--- config.mk ---
export PLATFORM = sky130hd
export DESIGN_NAME = add_tree_pipe
export DESIGN_NICKNAME = d
export VERILOG_FILES = /design/src/rtl/add_tree_pkg.sv /design/src/rtl/add_tree_level.sv /design/src/rtl/add_tree_pipe.sv
export SDC_FILE = /design/constraint.sdc
export NUM_CORES = 1
export LEC_CHECK = 0
export ABC_CLOCK_PERIOD_IN_PS = 6110
export CORE_UTILIZATION = 50
export DETAILED_ROUTE_END_ITERATION = 10
export GPL_TIMING_DRIVEN = 0
export PLACE_DENSITY = 0.78
export SLEW_MARGIN = 15
export SYNTH_ARGS = -nofsm -noshare
export SYNTH_HDL_FRONTEND = slang
export SYNTH_SLANG_ARGS = --single-unit
--- constraint.sdc ---
create_clock -name clk -period 6.11 [get_ports clk]
set_input_delay 1.5275 -clock clk [delete_from_list [all_inputs] [get_ports clk]]
set_output_delay 1.5275 -clock clk [all_outputs]
set_load 0.02 [all_outputs]
--- src/rtl/add_tree_pkg.sv ---
// Shared constants and helpers for the pipelined adder tree.
package add_tree_pkg;

    localparam int N_IN_DEF   = 25;
    localparam int DW_DEF     = 16;
    localparam int SAT_DEF    = 1;
    localparam int ACC_GW_DEF = 8;

    // Ceiling log2 for elaboration-time sizing.
    function automatic int clog2(input int v);
        int r;
        r = 0;
        for (int i = 0; i < 31; i++) begin
            if ((1 << i) < v) r = i + 1;
        end
        return r;
    endfunction

    // Operand count after j pairwise levels: ceil(m / 2^j).
    function automatic int ops_at(input int m, input int j);
        return (m + (1 << j) - 1) >> j;
    endfunction

    // Bit offset of level j inside the flattened tree bus (level 0 = inputs).
    function automatic int tree_off(input int m, input int dw, input int j);
        int s;
        s = 0;
        for (int i = 0; i < j; i++) begin
            s = s + ops_at(m, i) * (dw + i);
        end
        return s;
    endfunction

    // Narrow a wide signed value to dw bits; returns {ovf, value}.
    // Saturating mode clips, wrapping mode keeps the low bits and flags
    // any loss of information.
    function automatic logic [64:0] conv_out(input logic signed [127:0] v,
                                             input int dw, input logic sat);
        logic signed [127:0] maxv;
        logic signed [127:0] minv;
        logic signed [127:0] back;
        logic [63:0]         r;
        logic                o;
        maxv = (128'sd1 <<< (dw - 1)) - 128'sd1;
        minv = -maxv - 128'sd1;
        back = (v <<< (128 - dw)) >>> (128 - dw);
        if (sat) begin
            if (v > maxv) begin
                r = maxv[63:0];
                o = 1'b1;
            end else if (v < minv) begin
                r = minv[63:0];
                o = 1'b1;
            end else begin
                r = v[63:0];
                o = 1'b0;
            end
        end else begin
            r = v[63:0];
            o = (back != v);
        end
        return {o, r};
    endfunction

endpackage

--- src/rtl/add_tree_level.sv ---
// One registered level of pairwise signed adds; an odd leftover operand
// is paired with zero so it passes through one bit wider.
module add_tree_level
    import add_tree_pkg::*;
#(
    parameter int N_OPS = 2,
    parameter int IW    = 16,
    localparam int N_RES = ops_at(N_OPS, 1),
    localparam int OW    = IW + 1
) (
    input  logic                  clk,
    input  logic                  rst,
    input  logic                  in_vld,
    input  logic                  in_first,
    input  logic                  in_last,
    input  logic [N_OPS*IW-1:0]   in_bus,
    output logic                  out_vld,
    output logic                  out_first,
    output logic                  out_last,
    output logic [N_RES*OW-1:0]   out_bus
);

    logic [2*N_RES*IW-1:0] pad;
    logic signed [IW-1:0]  a;
    logic signed [IW-1:0]  b;
    logic [N_RES*OW-1:0]   sum;

    // Sign-extend each pair to the level width and add.
    always_comb begin
        pad = '0;
        pad[N_OPS*IW-1:0] = in_bus;
        a   = '0;
        b   = '0;
        sum = '0;
        for (int k = 0; k < N_RES; k++) begin
            a = pad[2*k*IW +: IW];
            b = pad[(2*k+1)*IW +: IW];
            sum[k*OW +: OW] = OW'(a) + OW'(b);
        end
    end

    // Data register; contents are qualified by the valid flag.
    always_ff @(posedge clk) begin
        out_bus <= sum;
    end

    // Beat flags travel with the data and are cleared by reset.
    always_ff @(posedge clk or posedge rst) begin
        if (rst) begin
            out_vld   <= 1'b0;
            out_first <= 1'b0;
            out_last  <= 1'b0;
        end else begin
            out_vld   <= in_vld;
            out_first <= in_first;
            out_last  <= in_last;
        end
    end

endmodule

--- src/rtl/add_tree_pipe.sv ---
// Pipelined signed adder tree over N_IN lanes plus bias, followed by a
// multi-beat accumulator and a saturating/wrapping output register.
module add_tree_pipe
    import add_tree_pkg::*;
#(
    parameter int N_IN   = N_IN_DEF,
    parameter int DW     = DW_DEF,
    parameter int SAT    = SAT_DEF,
    parameter int ACC_GW = ACC_GW_DEF
) (
    input  logic                   clk,
    input  logic                   rst,
    input  logic                   in_vld,
    input  logic                   in_first,
    input  logic                   in_last,
    input  logic [N_IN*DW-1:0]     in_bus,
    input  logic signed [DW-1:0]   in_bias,
    output logic signed [DW-1:0]   out,
    output logic                   out_vld,
    output logic                   ovf
);

    localparam int M  = N_IN + 1;
    localparam int L  = clog2(M);
    localparam int TW = DW + L;
    localparam int AW = TW + ACC_GW;
    localparam int FW = tree_off(M, DW, L + 1);

    wire [FW-1:0] tree_flat;
    wire [L:0]    vld_t;
    wire [L:0]    first_t;
    wire [L:0]    last_t;

    // Level 0: bias rides as the topmost lane.
    assign tree_flat[M*DW-1:0] = {in_bias, in_bus};
    assign vld_t[0]   = in_vld;
    assign first_t[0] = in_first;
    assign last_t[0]  = in_last;

    // Levels 1..L: each one bit wider, roughly half the operands.
    for (genvar j = 1; j <= L; j++) begin : g_lvl
        add_tree_level #(
            .N_OPS (ops_at(M, j - 1)),
            .IW    (DW + j - 1)
        ) u_lvl (
            .clk       (clk),
            .rst       (rst),
            .in_vld    (vld_t[j-1]),
            .in_first  (first_t[j-1]),
            .in_last   (last_t[j-1]),
            .in_bus    (tree_flat[tree_off(M, DW, j-1) +: ops_at(M, j-1)*(DW+j-1)]),
            .out_vld   (vld_t[j]),
            .out_first (first_t[j]),
            .out_last  (last_t[j]),
            .out_bus   (tree_flat[tree_off(M, DW, j) +: ops_at(M, j)*(DW+j)])
        );
    end

    // ---- tree output (stage p0) ----
    logic signed [TW-1:0] sum_p0;
    assign sum_p0 = tree_flat[FW-1 -: TW];

    // ---- accumulator (stage p1) ----
    logic signed [AW-1:0] acc_p1;
    logic                 vld_p1;
    logic                 last_p1;

    // First beat loads, later beats add; idle stages leave the sum alone.
    always_ff @(posedge clk or posedge rst) begin
        if (rst) begin
            acc_p1  <= '0;
            vld_p1  <= 1'b0;
            last_p1 <= 1'b0;
        end else begin
            vld_p1  <= vld_t[L];
            last_p1 <= last_t[L];
            if (vld_t[L]) begin
                if (first_t[L]) acc_p1 <= AW'(sum_p0);
                else            acc_p1 <= acc_p1 + AW'(sum_p0);
            end
        end
    end

    // ---- output register (stage p2) ----
    logic [64:0] cv;
    assign cv = conv_out(128'(acc_p1), DW, SAT != 0);

    if (DW < 64) begin : g_cv_hi
        logic [63-DW:0] cv_hi_unused;
        assign cv_hi_unused = cv[63:DW];
    end

    // Publish the converted group result on its last beat; hold otherwise.
    always_ff @(posedge clk or posedge rst) begin
        if (rst) begin
            out     <= '0;
            ovf     <= 1'b0;
            out_vld <= 1'b0;
        end else begin
            out_vld <= vld_p1 & last_p1;
            if (vld_p1 && last_p1) begin
                out <= cv[DW-1:0];
                ovf <= cv[64];
            end
        end
    end

endmodule

==> flow_summary.ini <==
[outcome]
run_status = finished, final reports clean

[layout]
fin_area_um2 = 38400
final_nets = 4658
final_common_cell = dfxtp_1
fin_cells = 4592
area_growth_pct = 23.9
mostFrequentLayoutCells = dfxtp_1 (481), ha_1 (450), clkdlybuf4s50_1 (438), a21oi_1 (310), xnor2_1 (273)
layout-drive-gt1-share_pct = 3.62

[synthesis]
synthFlopType = dfxtp_1
synthArstFlopShare_pct = 11.7
synth_nets = 4161
synth_edf_count = 0
yosysSeqAreaShare_pct = 36.2
ys_ff_latch = 545
synth_cells = 3264
yosys_warnings = 0
netlist_area_um2 = 31000
synth_cell_types = 78
avgSynthCellArea_um2 = 9.50

[clock_tree]
numCtsBuffers = 57
clockRootBuffer = clkbuf_16
htreeDepth = 2
clock_path_buffers = 3
cts_setup_buffers = 0
cts_tree = built
cts_hold_buffers = 0
insertion_delay_ps = 620
cts_resized = 0
clkTransAtPathRegs_ps = 60
numClockSinks = 545

[route]
dr.pass1.iters = 7
via_per_inst = 5.37
drc = 0
avgRoutedWirePerCell_um = 15.4
ant_nets = 0
wirelength_um = 70800
num_vias = 24700
drtIter0Drc = 1327

[timing]
worst_slack_ps = 2010
fin_crit_ps = 4100
drv_slew = 0
fin_tns_setup_ps = 0
fin_skew_ps = 29.4
tightest_slew_ps = 749
setup_viol = 0
finalCritPeriodShare_pct = 67.2
finalHoldViolations = 0
rsz0062_at_grt = false
maxSlewHeadroom_pct = 49.6
max_freq_mhz = 244

[floorplan]
dieArea_um2 = 63000
io_pins = 439
die_h_um = 251
die_w_um = 251
start_util_pct = 51.0
core-area_um2 = 60800
placementRows = 90

[pwr]
p_leak_uw = 0.0170
peakVddDrop_v = 0.000299
power_density_nw_per_um2 = 507

[place]
dpl_cell_area_um2 = 36400
post-place-ws_ps = 1410
place_hpwl_um = 57100
post-place-cells = 4484
place_congestion = 0.938
io_buffers = 438

[setup_path]
cp-end-kind = flop
path_cells = clkdlybuf4s50_1 > ha_1 > fa_1 > a21o_1 > a21oi_1 > nor2b_1 > nor2_1 > o21ai_0 > a41oi_1 > a21oi_1 > a2111oi_0 > nor3_1
worst_ep_required_time_ps = 6590
slowest_delay_ps = 460
criticalPathCategory = primary input to flop
crit_family = compound AO/OA/AOI/OAI gates
worstPathMaxFanout = 3
crit_path_frequent_cell = a21oi_1
critical-path-slowest-cell = a2111oi_0
arrival_ps = 4580
startpoint_type = primary input
worst-path-buf-inv = 1

[global_route]
grt_pass1_vias = 24000
grt_pass1_wl_um = 115000
track_usage_pct = 22.3
antenna_found_initial = 10
grt_overflow = 0
grt_max_degree = 65

[job]
maxCapViolCount = 0

[min_path]
hold_class = flop to flop
[synth_stat cells (all sizes together) (8+ instances only)]
| cell | n | area [um2] |
|---|---|---|
| nor2b | 68 | 425 |
| fa | 26 | 521 |
| clkbuf | 23 | 86.3 |
| a211oi | 23 | 183 |
| nand2b | 26 | 163 |
| o31ai | 10 | 75.1 |
| o2111ai | 12 | 105 |
| xor2 | 80 | 701 |
| a21boi | 14 | 109 |
| a31o | 11 | 96.3 |
| o21a | 30 | 225 |
| a2111oi | 13 | 133 |
| o311ai | 10 | 87.6 |
| inv | 167 | 627 |
| nor4 | 8 | 50.1 |
| o22ai | 17 | 106 |
| o21bai | 57 | 428 |
| nand2 | 160 | 601 |
| nor3 | 79 | 395 |
| dfrtp | 64 | 1600 |
| dfxtp | 481 | 9630 |
| a31oi | 17 | 106 |
| nor2 | 218 | 818 |
| nand3b | 14 | 105 |
| and3 | 31 | 195 |
| xnor2 | 273 | 2390 |
| a41o | 10 | 100 |
| a41oi | 15 | 131 |
| ha | 450 | 5630 |
| nand3 | 87 | 435 |
| or3 | 20 | 125 |
| nand4 | 18 | 113 |
| a21o | 115 | 865 |
| a221o | 18 | 181 |
| o21ai | 178 | 895 |
| a211o | 9 | 78.8 |
| o41ai | 14 | 198 |
| a21oi | 311 | 1560 |
| and2 | 12 | 75.1 |
| o211ai | 15 | 113 |
[flip-flops by register name, indices dropped and copies added, names as in the netlist]
signal                 cells
g_lvl.u_lvl.out_bus      481
g_lvl.u_lvl.out_first      5
g_lvl.u_lvl.out_last       5
last_p1                    1
ovf                        1
out                       16
g_lvl.u_lvl.out_vld        5
vld_p1                     1
acc_p1                    29
out_vld                    1
[cell type report]
class / instances / area, um2
Antenna cell: 2 / 5.00
Clock inverter: 28 / 437
Fill cell: 4964 / 22400
Multi-Input combinational cell: 2523 / 19000
Tap cell: 782 / 978
Inverter: 167 / 629
Timing Repair Buffer: 438 / 4380
Sequential cell: 545 / 11200
Buffer: 29 / 143
Clock buffer: 78 / 1600
[logic make-up (layout without fill, tap and decap cells)]
kind of cell	after synthesis	after routing	share of synthesized area [%]
compound gates	926	926	19.4
simple gates	758	758	11.7
flops	545	545	36.2
fa+ha+maj	476	476	19.8
xor+xnor	353	353	9.97
buf+inv	196	740	2.48
mux	10	10	0.335
other cells	0	2	0
[power breakdown]
group / total [uW] / internal (uW) / switching [uW]
clock network: 3690 / 2260 / 1430
logic: 10100 / 4750 / 5370
registers: 5680 / 5000 / 676
[worst paths after layout]
path,from,to,slack (ps),cells past startpoint
setup / recovery,in_bus[192],g_lvl[1].u_lvl.out_bus[116]$_DFF_P_,2010,12
hold / removal,g_lvl[2].u_lvl.out_bus[108]$_DFF_P_,g_lvl[3].u_lvl.out_bus[57]$_DFF_P_,320,0
setup reg to reg,acc_p1[0]$_DFFE_PP0P_,acc_p1[28]$_DFFE_PP0P_,2810,11
hold reg to reg,g_lvl[2].u_lvl.out_bus[108]$_DFF_P_,g_lvl[3].u_lvl.out_bus[57]$_DFF_P_,320,0
max in group asynchronous,rst,g_lvl[5].u_lvl.out_vld$_DFF_PP0_,4190,2
min in group asynchronous,rst,g_lvl[4].u_lvl.out_first$_DFF_PP0_,1420,2
[stage by stage]
step	utilization (%)	hold WS [ps]	total power [uW]
after floorplan	-	310	13300
after global placement	59.8	310	15600
after detailed placement	59.8	312	15700
after CTS	63.2	316	19600
after global routing	63.2	321	21100
final	63.2	316	19500
[per-layer routing]
metal / GRT usage (%) / vias up / routed length (um)
li1: - / 12800 / -
met1: 27.9 / 11200 / 31800
met2: 39.0 / 540 / 33500
met3: 3.56 / 128 / 3460
met4: 7.00 / 14 / 1910
met5: 0 / - / 88
Note: power is estimated with default switching activity, not from simulation.
